==> config.mk <==
export PLATFORM = sky130hd
export DESIGN_NAME = ctrl_pad_reader
export DESIGN_NICKNAME = d
export VERILOG_FILES = /design/src/rtl/ctrl_pad_reader.sv
export SDC_FILE = /design/constraint.sdc
export NUM_CORES = 1
export LEC_CHECK = 0
export CAP_MARGIN = 20
export CORE_ASPECT_RATIO = 0.75
export CORE_MARGIN = 1.5
export CORE_UTILIZATION = 57
export DETAILED_ROUTE_END_ITERATION = 10
export GPL_TIMING_DRIVEN = 1
export PLACE_DENSITY = 0.78
export SYNTH_ARGS = -nofsm -noshare
export SYNTH_HDL_FRONTEND = slang
export SYNTH_SLANG_ARGS = --single-unit
==> constraint.sdc <==
create_clock -name clk -period 2.7 [get_ports clk]
set_clock_uncertainty 0.1 [all_clocks]
set_input_delay 0.54 -clock clk [delete_from_list [all_inputs] [get_ports clk]]
set_output_delay 0.54 -clock clk [all_outputs]
set_load 0.01 [all_outputs]
==> src/rtl/ctrl_pad_reader.sv <==
// ctrl_pad_reader: polls a 4021-style game controller pad and publishes
// one 8-bit active-high button frame per poll. Four-state FSM
// (IDLE -> LATCH -> READ -> DONE) is paced by a CLK_DIV-cycle tick.
// Each READ bit has a HIGH phase and a LOW phase. The bit is sampled at
// the end of the HIGH phase, once the pad has had a full tick to settle
// after its shift edge.
module ctrl_pad_reader #(
  parameter int CLK_DIV    = 64,
  parameter int POLL_TICKS = 1000
) (
  input  logic       clk,
  input  logic       reset,
  output logic       pad_latch,
  output logic       pad_clk,
  input  logic       pad_data,
  output logic [7:0] buttons,
  output logic       valid
);

  localparam int TW = $clog2(CLK_DIV);
  // Wide enough for POLL_TICKS-1 and for the 2-tick latch count.
  localparam int PW = $clog2(POLL_TICKS + 2);

  typedef enum logic [1:0] {IDLE, LATCH, READ, DONE} state_t;
  typedef enum logic {PH_HIGH, PH_LOW} phase_t;

  state_t      state_q, state_d;
  phase_t      phase_q, phase_d;
  logic [TW-1:0] tick_q, tick_d;
  logic [PW-1:0] poll_q, poll_d;
  logic [2:0]  idx_q, idx_d;
  logic [7:0]  shift_q, shift_d;
  logic [7:0]  buttons_q, buttons_d;
  logic        sync1_q, sync1_d;
  logic        sync2_q, sync2_d;
  logic        pad_latch_q, pad_latch_d;
  logic        pad_clk_q, pad_clk_d;
  logic        valid_q, valid_d;
  logic        tick_end;

  assign tick_end = (tick_q == TW'(CLK_DIV - 1));

  // Next-state, counter, sampling and registered-output computation
  always_comb begin
    state_d   = state_q;
    phase_d   = phase_q;
    tick_d    = tick_end ? '0 : tick_q + TW'(1);
    poll_d    = poll_q;
    idx_d     = idx_q;
    shift_d   = shift_q;
    buttons_d = buttons_q;
    sync1_d   = pad_data;
    sync2_d   = sync1_q;

    case (state_q)
      IDLE: begin
        if (tick_end) begin
          if (poll_q == PW'(POLL_TICKS - 1)) begin
            state_d = LATCH;
            poll_d  = '0;
          end else begin
            poll_d = poll_q + PW'(1);
          end
        end
      end
      LATCH: begin
        if (tick_end) begin
          if (poll_q == PW'(1)) begin
            state_d = READ;
            phase_d = PH_HIGH;
            idx_d   = 3'd0;
            poll_d  = '0;
          end else begin
            poll_d = poll_q + PW'(1);
          end
        end
      end
      READ: begin
        if (tick_end) begin
          if (phase_q == PH_HIGH) begin
            shift_d[idx_q] = ~sync2_q;
            phase_d        = PH_LOW;
          end else if (idx_q == 3'd7) begin
            state_d = DONE;
          end else begin
            idx_d   = idx_q + 3'd1;
            phase_d = PH_HIGH;
          end
        end
      end
      DONE: begin
        state_d = IDLE;
        tick_d  = '0;
        poll_d  = '0;
      end
      default: begin
        state_d = IDLE;
        tick_d  = '0;
      end
    endcase

    // Buttons load on the edge that enters DONE, so they change together with valid.
    if (state_d == DONE && state_q != DONE) begin
      buttons_d = shift_d;
    end

    pad_latch_d = (state_d == LATCH);
    pad_clk_d   = !(state_d == READ && phase_d == PH_LOW);
    valid_d     = (state_d == DONE);
  end

  // State and output registers with synchronous reset
  always_ff @(posedge clk) begin
    if (reset) begin
      state_q     <= IDLE;
      phase_q     <= PH_HIGH;
      tick_q      <= '0;
      poll_q      <= '0;
      idx_q       <= 3'd0;
      shift_q     <= 8'h00;
      buttons_q   <= 8'h00;
      sync1_q     <= 1'b1;
      sync2_q     <= 1'b1;
      pad_latch_q <= 1'b0;
      pad_clk_q   <= 1'b1;
      valid_q     <= 1'b0;
    end else begin
      state_q     <= state_d;
      phase_q     <= phase_d;
      tick_q      <= tick_d;
      poll_q      <= poll_d;
      idx_q       <= idx_d;
      shift_q     <= shift_d;
      buttons_q   <= buttons_d;
      sync1_q     <= sync1_d;
      sync2_q     <= sync2_d;
      pad_latch_q <= pad_latch_d;
      pad_clk_q   <= pad_clk_d;
      valid_q     <= valid_d;
    end
  end

  assign pad_latch = pad_latch_q;
  assign pad_clk   = pad_clk_q;
  assign buttons   = buttons_q;
  assign valid     = valid_q;

endmodule

### Word-level counts from Yosys, hierarchy flattened

Cells that the tools add are included.

| operators by class | value |
|---|---|
| add/subtract/negate cells | 3 |
| multipliers | 0 |
| div/mod/pow operators | 0 |
| magnitude comparators | 2 |
| equal/unequal tests | 17 |
| shift-type cells | 0 |
| mux-type cells | 31 |
| bitwise logic cells | 1 |
| reductions and logical operators | 10 |

Operators by type and width:

| cell | count |
|---|---|
| 2-to-1 mux 10 bit | 4 |
| case mux 10 bit (3 select lines) | 1 |
| 2-to-1 mux 8 bit | 3 |
| 2-to-1 mux 3 bit | 5 |
| 2-to-1 mux 2 bit | 7 |
| inequality test 2 bit, second input constant | 7 |
| adder 10 x 1 -> 10 bit, second input constant | 1 |
| == test 10 x 1 -> 1 bit, second input constant | 1 |
| == test 10 bit, second input constant | 1 |
| bitwise mux 8 bit | 1 |
| == test 2 bit, second input constant | 4 |
| case mux 2 bit (4 select lines) | 1 |
| adder 6 x 1 -> 6 bit, second input constant | 1 |
| == test 6 bit, second input constant | 1 |
| 2-to-1 mux 1 bit | 6 |
| case mux 3 bit (2 select lines) | 1 |
| AND reduction 6 bit | 1 |
| == test 2 x 1 -> 1 bit, second input constant | 2 |
| < comparator 3 x 4 -> 1 bit, second input constant | 1 |
| adder 3 x 1 -> 3 bit, second input constant | 1 |
| demux 1 bit (select 3 bit) | 1 |
| == test 3 bit, second input constant | 1 |
| greater-or-equal comparator 3 x 1 -> 1 bit, second input constant | 1 |
| logical AND 1 bit | 3 |
| other kinds (8) | 8 |

| storage, ports and cells | value |
|---|---|
| bits in registers | 43 |
| latch bits | 0 |
| memory bits (writable) | 0 |
| memory bits (read-only) | 0 |
| input bits | 3 |
| output and inout bits | 11 |
| word-level logic and storage cells | 76 |
| memories kept | 0 |

### Depth between registers and ports, before layout

| depth | value |
|---|---|
| depth in word-level cells | 8 |
| depth in mapped cells | 9 |
| gate-level depth less buffers | 8 |

### Least setup slack after synthesis

Ideal clock, no wire load.

| path | value |
|---|---|
| path kind | register to register |
| start point | reg tick_q[0] |
| end point | reg buttons_q[0], in the netlist buttons[0] |
| library setup time | 0.121 ns |
| data arrival time | 2.069 ns |
| required time | 2.479 ns |
| path slack | 0.410 ns |
| cell stages (with the launch flop) | 8 |
| path buffers | 0 |
| clock period less this slack | 2.290 ns |
| cells stage by stage | dfxtp_1 > ha_1 > and3_1 > nand3_1 > o311ai_1 > nand3_1 > nor3b_4 > mux2_2 |

| between the ends | value |
|---|---|
| longest elaborated chain between the ends | 5 |
| elaborated cells between the ends (all ways) | 9 |
| classes of those cells | eq/ne: 2; mux: 6; reduce/logical: 1 |

Ends and longest elaborated chain:

| item | line | source |
|---|---|---|
| start, declared | 29 | `logic [TW-1:0] tick_q, tick_d;` |
| start signal, assigned | 130 | `tick_q <= tick_d;` |
| == test 6 bit (*) | 41 | `assign tick_end = (tick_q == TW'(CLK_DIV - 1));` |
| 2-to-1 mux 2 bit, on equally long branches | 79, 57, 67 |  |
| case mux 2 bit (4 select lines) | 55 | `case (state_q)` |
| == test 2 bit | 103 | `if (state_d == DONE && state_q != DONE) begin` |
| logical AND 1 bit | 103 |  |
| end signal, assigned | 134 | `buttons_q <= buttons_d;` |
| end, declared | 33 | `logic [7:0] buttons_q, buttons_d;` |

Every way passes the cells marked *; elsewhere a longest branch is shown, timed or not.
A chain may end at the register's enable or synchronous reset.

### Worst setup path after layout

| path | value |
|---|---|
| start point | reg tick_q[0] |
| end point | reg buttons_q[5], in the netlist buttons[5] |

Same word-level chain as after synthesis.

==> results by stage <==
Status:
- The flow ran to the end, and the final reports show no timing, DRC or antenna violations.

Worst hold path:
- The path category of the worst min-delay check is register to register.
- Counting instances, the worst hold path has a depth of 1.

Clocking:
- The tree is rooted in a sky130_fd_sc_hd__clkbuf_8.
- After clock tree synthesis, the setup repair step added 0 buffers.
- The H-tree was split into 2 levels.
- The number of buffers between clock root and the deepest sink is 2.
- The count of hold-fix buffers inserted at cts is 0.
- The number of gates resized after CTS was 0.
- The later pin in the worst-skew pair is clocked with a latency of 0.29 ns.
- The CTS tree is built.
- Counting the buffers created by CTS gives 5.
- The count of clock tree sinks is 43.
- After clock tree synthesis, the clock-pin slew on the worst setup and hold paths is about 0.070 ns.

Detailed routing:
- The uppermost metal layer occupied by signal nets is met4.
- The routed design uses ~240 um of met3 wire.
- After detailed routing, the met2 layer carries around 1.7 mm of wire.
- For this block, wires on met1 add up to around 1.9 mm.
- The number of violations reported at the end of detailed-routing iteration 0 is 90.
- The average detailed-routed wire length per instance is 14.15 um.
- The number of optimization iterations in the first detailed-route pass is 4.
- The via total after detailed routing is between 1.5k and 2k.
- The average vias per placed instance is roughly 5.8.
- The overall routed net length is 3.919 mm.
- In this run the remaining antenna-violating nets after routing total 0.
- For this run, design rule violations remaining after detail routing come to 0.

STA:
- Derived from the worst setup path, the maximum achievable clock frequency is approximately 400 MHz.
- After routing, the total negative slack on setup checks comes to 0 ns.
- The clock period could shrink to roughly 2.5 ns.
- The number of setup violations in the final report is 0.
- The count of endpoints failing hold in the final timing report was 0.
- The share of the clock period used by the worst path after layout is 91.58%.
- The number of pins exceeding their max-slew limit in the final report is 0.
- Setup repair after global routing left no endpoint under its margin.
- In this run the tightest slew margin relative to its limit is between 60% and 70%.
- The transition time of the tightest slew-check pin is 0.5217 ns.

GRT:
- Summed over all layers, the global routing overflow is 0.
- The largest net degree at the start of global routing is 13.
- The via count of the first global-routing pass is 1419.
- The first global-routing pass estimated around 6.4 mm of wire.
- The aggregate global-route resource usage is a little over a fifth.
- The number of antenna violations at the first check in global routing is 0.

Synth:
- Synthesis handed over a netlist of approximately 220 instances.
- Summing every instance area after synthesis gives between 1500 and 2000 um2.
- The total of flip-flops plus latches after synthesis is 43.
- Synthesis instantiated 44 different standard cells from the library.
- The total of warnings raised by yosys is 0.
- Sequential cells were found to cover a little over two fifths of the synthesized design area.
- The number of nets handed over by synthesis was roughly 230.
- The average instance area after synthesis is around 9 um2.

Placement:
- The placed wire-length estimate after detailed placement is 2.887 mm.
- The number of buffers inserted by port buffering is 13.
- Once placement completed, the tool counted placed cells totaling 269.
- The last weighted congestion value of the routability-driven placer is just under 0.9.

Worst setup path:
- STA classifies the critical path startpoint as a register.
- The cell count of the worst reg-to-reg path is 8.
- By startpoint and endpoint, the worst setup path is classified as register to register.
- The required arrival time at the worst endpoint is 2.78 ns.
- The largest fanout of any net on the critical path is 8.
- The endpoint class of the critical path is a register.
- The arrival time reported for the critical path endpoint is between 2 and 3 ns.

Pwr:
- Of the total power, the clock network draws ~36%.
- Per report_power, the sequential group accounts for 59.8% of the total.
- Dividing total power by cell area gives a power density of approximately 470 nW/um2.
- For this design the total switching power over the nets is roughly 240 uW.
- Net switching is around 22% of the power.
- The internal power of the cells totals between 800 and 900 uW.
- The static leakage power is between 0.0008 and 0.0009 uW.
- VDD sags by at most around 0.00036 V.
- The share of total power dissipated in combinational logic is under 10%.

Run:
- The max capacitance violation total is 0.

Die:
- 14 I/O pins were placed.
- The floorplan step set the die height to about 54 um.
- The effective utilization at floorplan is about three fifths.
- The die covers 3850 um2.
- Measured along the x axis, the die boundary spans approximately 71 um.
- The core region is 3311 um2.
- The floorplan has 18 rows.

Cells and area:
- The post-route netlist has approximately an eighth of its cells at a drive strength greater than 1.
- The final antenna diode count is 0.
- For this run, the post-layout net count is ~250.
- Excluding fillers, the count of instances in the completed layout stands at approximately 280.
- Compared with the post-synthesis result, the final layout area differs by 15.06%.
[sequential cells by signal (all words and copies together), names as in the netlist]
name / flops
buttons: 8
idx_q: 3
pad_clk: 1
pad_latch: 1
phase_q: 1
poll_q: 10
shift_q: 8
state_q: 2
sync1_q: 1
sync2_q: 1
tick_q: 6
valid: 1
[Yosys cell counts (all sizes together)]
cell,number,area (um2)
buf,2,8.750
ha,9,112.6
clkbuf,5,18.77
or4,2,15.01
or2,5,31.28
a211oi,1,7.510
nand2b,6,37.54
nand4,5,31.28
nor3b,3,33.78
and2,2,12.51
nand2,14,52.55
nand4b,1,8.760
nand3,10,50.05
a32o,1,10.01
a311oi,1,8.760
and4,1,8.760
o311ai,2,17.52
o2111ai,1,8.760
inv,7,26.28
nor4bb,1,10.01
mux2i,6,60.06
mux2,8,90.09
nor3,4,20.02
or3,3,18.77
a22oi,1,7.510
nor2,24,90.09
o211ai,1,7.510
nor4b,1,8.760
xor2,5,43.79
and3,3,20.02
a21oi,8,40.04
nand3b,2,15.01
nor4,1,6.260
a31o,2,17.52
xnor2,6,52.55
nor2b,9,56.30
dfxtp,43,860.8
o31ai,2,20.02
o21ai,8,40.04
[per-stage QoR]
step                      hold WS (ns)  utilization (%)  power [uW]  setup WS (ns)  cell area, um2
after detailed placement        0.2966            66.55       709.4         0.2430            2203
final                           0.3140            69.01        1081         0.2273            2285
after floorplan                 0.2895                -       694.0         0.4105            1986
after CTS                       0.3136            69.01        1092         0.2171            2285
after global placement          0.2984            66.55       708.1         0.3185            2203
after global routing            0.3313            69.01        1122        0.04582            2285
[critical path, cell delays in order, from the launching register on]
cell                       delay, ns
sky130_fd_sc_hd__dfxtp_1        0.36
sky130_fd_sc_hd__ha_1           0.21
sky130_fd_sc_hd__and3_1         0.22
sky130_fd_sc_hd__nand3_1        0.18
sky130_fd_sc_hd__o311ai_1       0.32
sky130_fd_sc_hd__nand3_1        0.23
sky130_fd_sc_hd__nor3b_4        0.27
sky130_fd_sc_hd__buf_12         0.15
sky130_fd_sc_hd__mux2_2         0.33
[routing by layer]
metal / vias up / track usage, %
met2: 61 / 33.49
met1: 735 / 29.41
met3: 9 / 5.431
met4: 0 / 10.06
li1: 794 / -
met5: - / 0
[area by class of cell]
| type | instances | area (um2) |
|---|---|---|
| Multi-Input combinational cell | 159 | 1071 |
| Clock inverter | 1 | 5.005 |
| Sequential cell | 43 | 860.8 |
| Clock buffer | 7 | 76.32 |
| Inverter | 7 | 26.28 |
| Timing Repair Buffer | 20 | 195.2 |
| Fill cell | 266 | 1026 |
| Tap cell | 40 | 50.05 |
[power by group through the flow]
stage          Sequential, uW  Clock [uW]  Combinational (uW)
6_report                  647         385                48.8
5_1_grt                   648         419                55.4
4_1_cts                   647         397                48.1
3_5_place_dp              662           0                47.9
3_3_place_gp              661           0                47.1
2_1_floorplan             661           0                33.1
[final timing paths]
check | start | endpoint | slack [ns]
worst max-delay path | tick_q[0] | buttons[5] | 0.23
worst min-delay path | sync1_q | sync2_q | 0.31
worst max register to register | tick_q[0] | buttons[5] | 0.23
worst min register to register | sync1_q | sync2_q | 0.31
[cells by family (layout without fill, tap and decap cells)]
logic type	Yosys count	count (layout)	share of synthesized area (%)
AO/OA/AOI/OAI	28	28	9.327
XOR/XNOR	11	11	4.852
adder cells (fa/ha/maj)	9	9	5.671
buffers and inverters	14	35	2.709
flip-flops	43	43	43.35
multiplexers	14	14	7.562
AND/OR/NAND/NOR	97	97	26.53
[cell usage in the layout, fill, tap and decap left out, types with 2 or more instances in the layout]
cell,n
sky130_fd_sc_hd__a31o_2,2
sky130_fd_sc_hd__inv_1,7
sky130_fd_sc_hd__mux2i_1,6
sky130_fd_sc_hd__nor2b_1,9
sky130_fd_sc_hd__nand2_1,14
sky130_fd_sc_hd__nand3_1,10
sky130_fd_sc_hd__or2_2,5
sky130_fd_sc_hd__nor3_1,4
sky130_fd_sc_hd__nor2_1,24
sky130_fd_sc_hd__and2_1,2
sky130_fd_sc_hd__nand4_1,5
sky130_fd_sc_hd__nor3b_1,2
sky130_fd_sc_hd__clkdlybuf4s50_1,13
sky130_fd_sc_hd__clkbuf_1,2
sky130_fd_sc_hd__a21oi_1,8
sky130_fd_sc_hd__xnor2_1,6
sky130_fd_sc_hd__or3_1,3
sky130_fd_sc_hd__mux2_2,8
sky130_fd_sc_hd__o21ai_0,8
sky130_fd_sc_hd__ha_1,9
sky130_fd_sc_hd__clkbuf_8,5
sky130_fd_sc_hd__nand2b_1,6
sky130_fd_sc_hd__or4_1,2
sky130_fd_sc_hd__xor2_1,5
sky130_fd_sc_hd__and3_1,2
sky130_fd_sc_hd__nand3b_1,2
sky130_fd_sc_hd__buf_4,6
sky130_fd_sc_hd__dfxtp_1,43
Note: power is estimated with default switching activity, not from simulation.
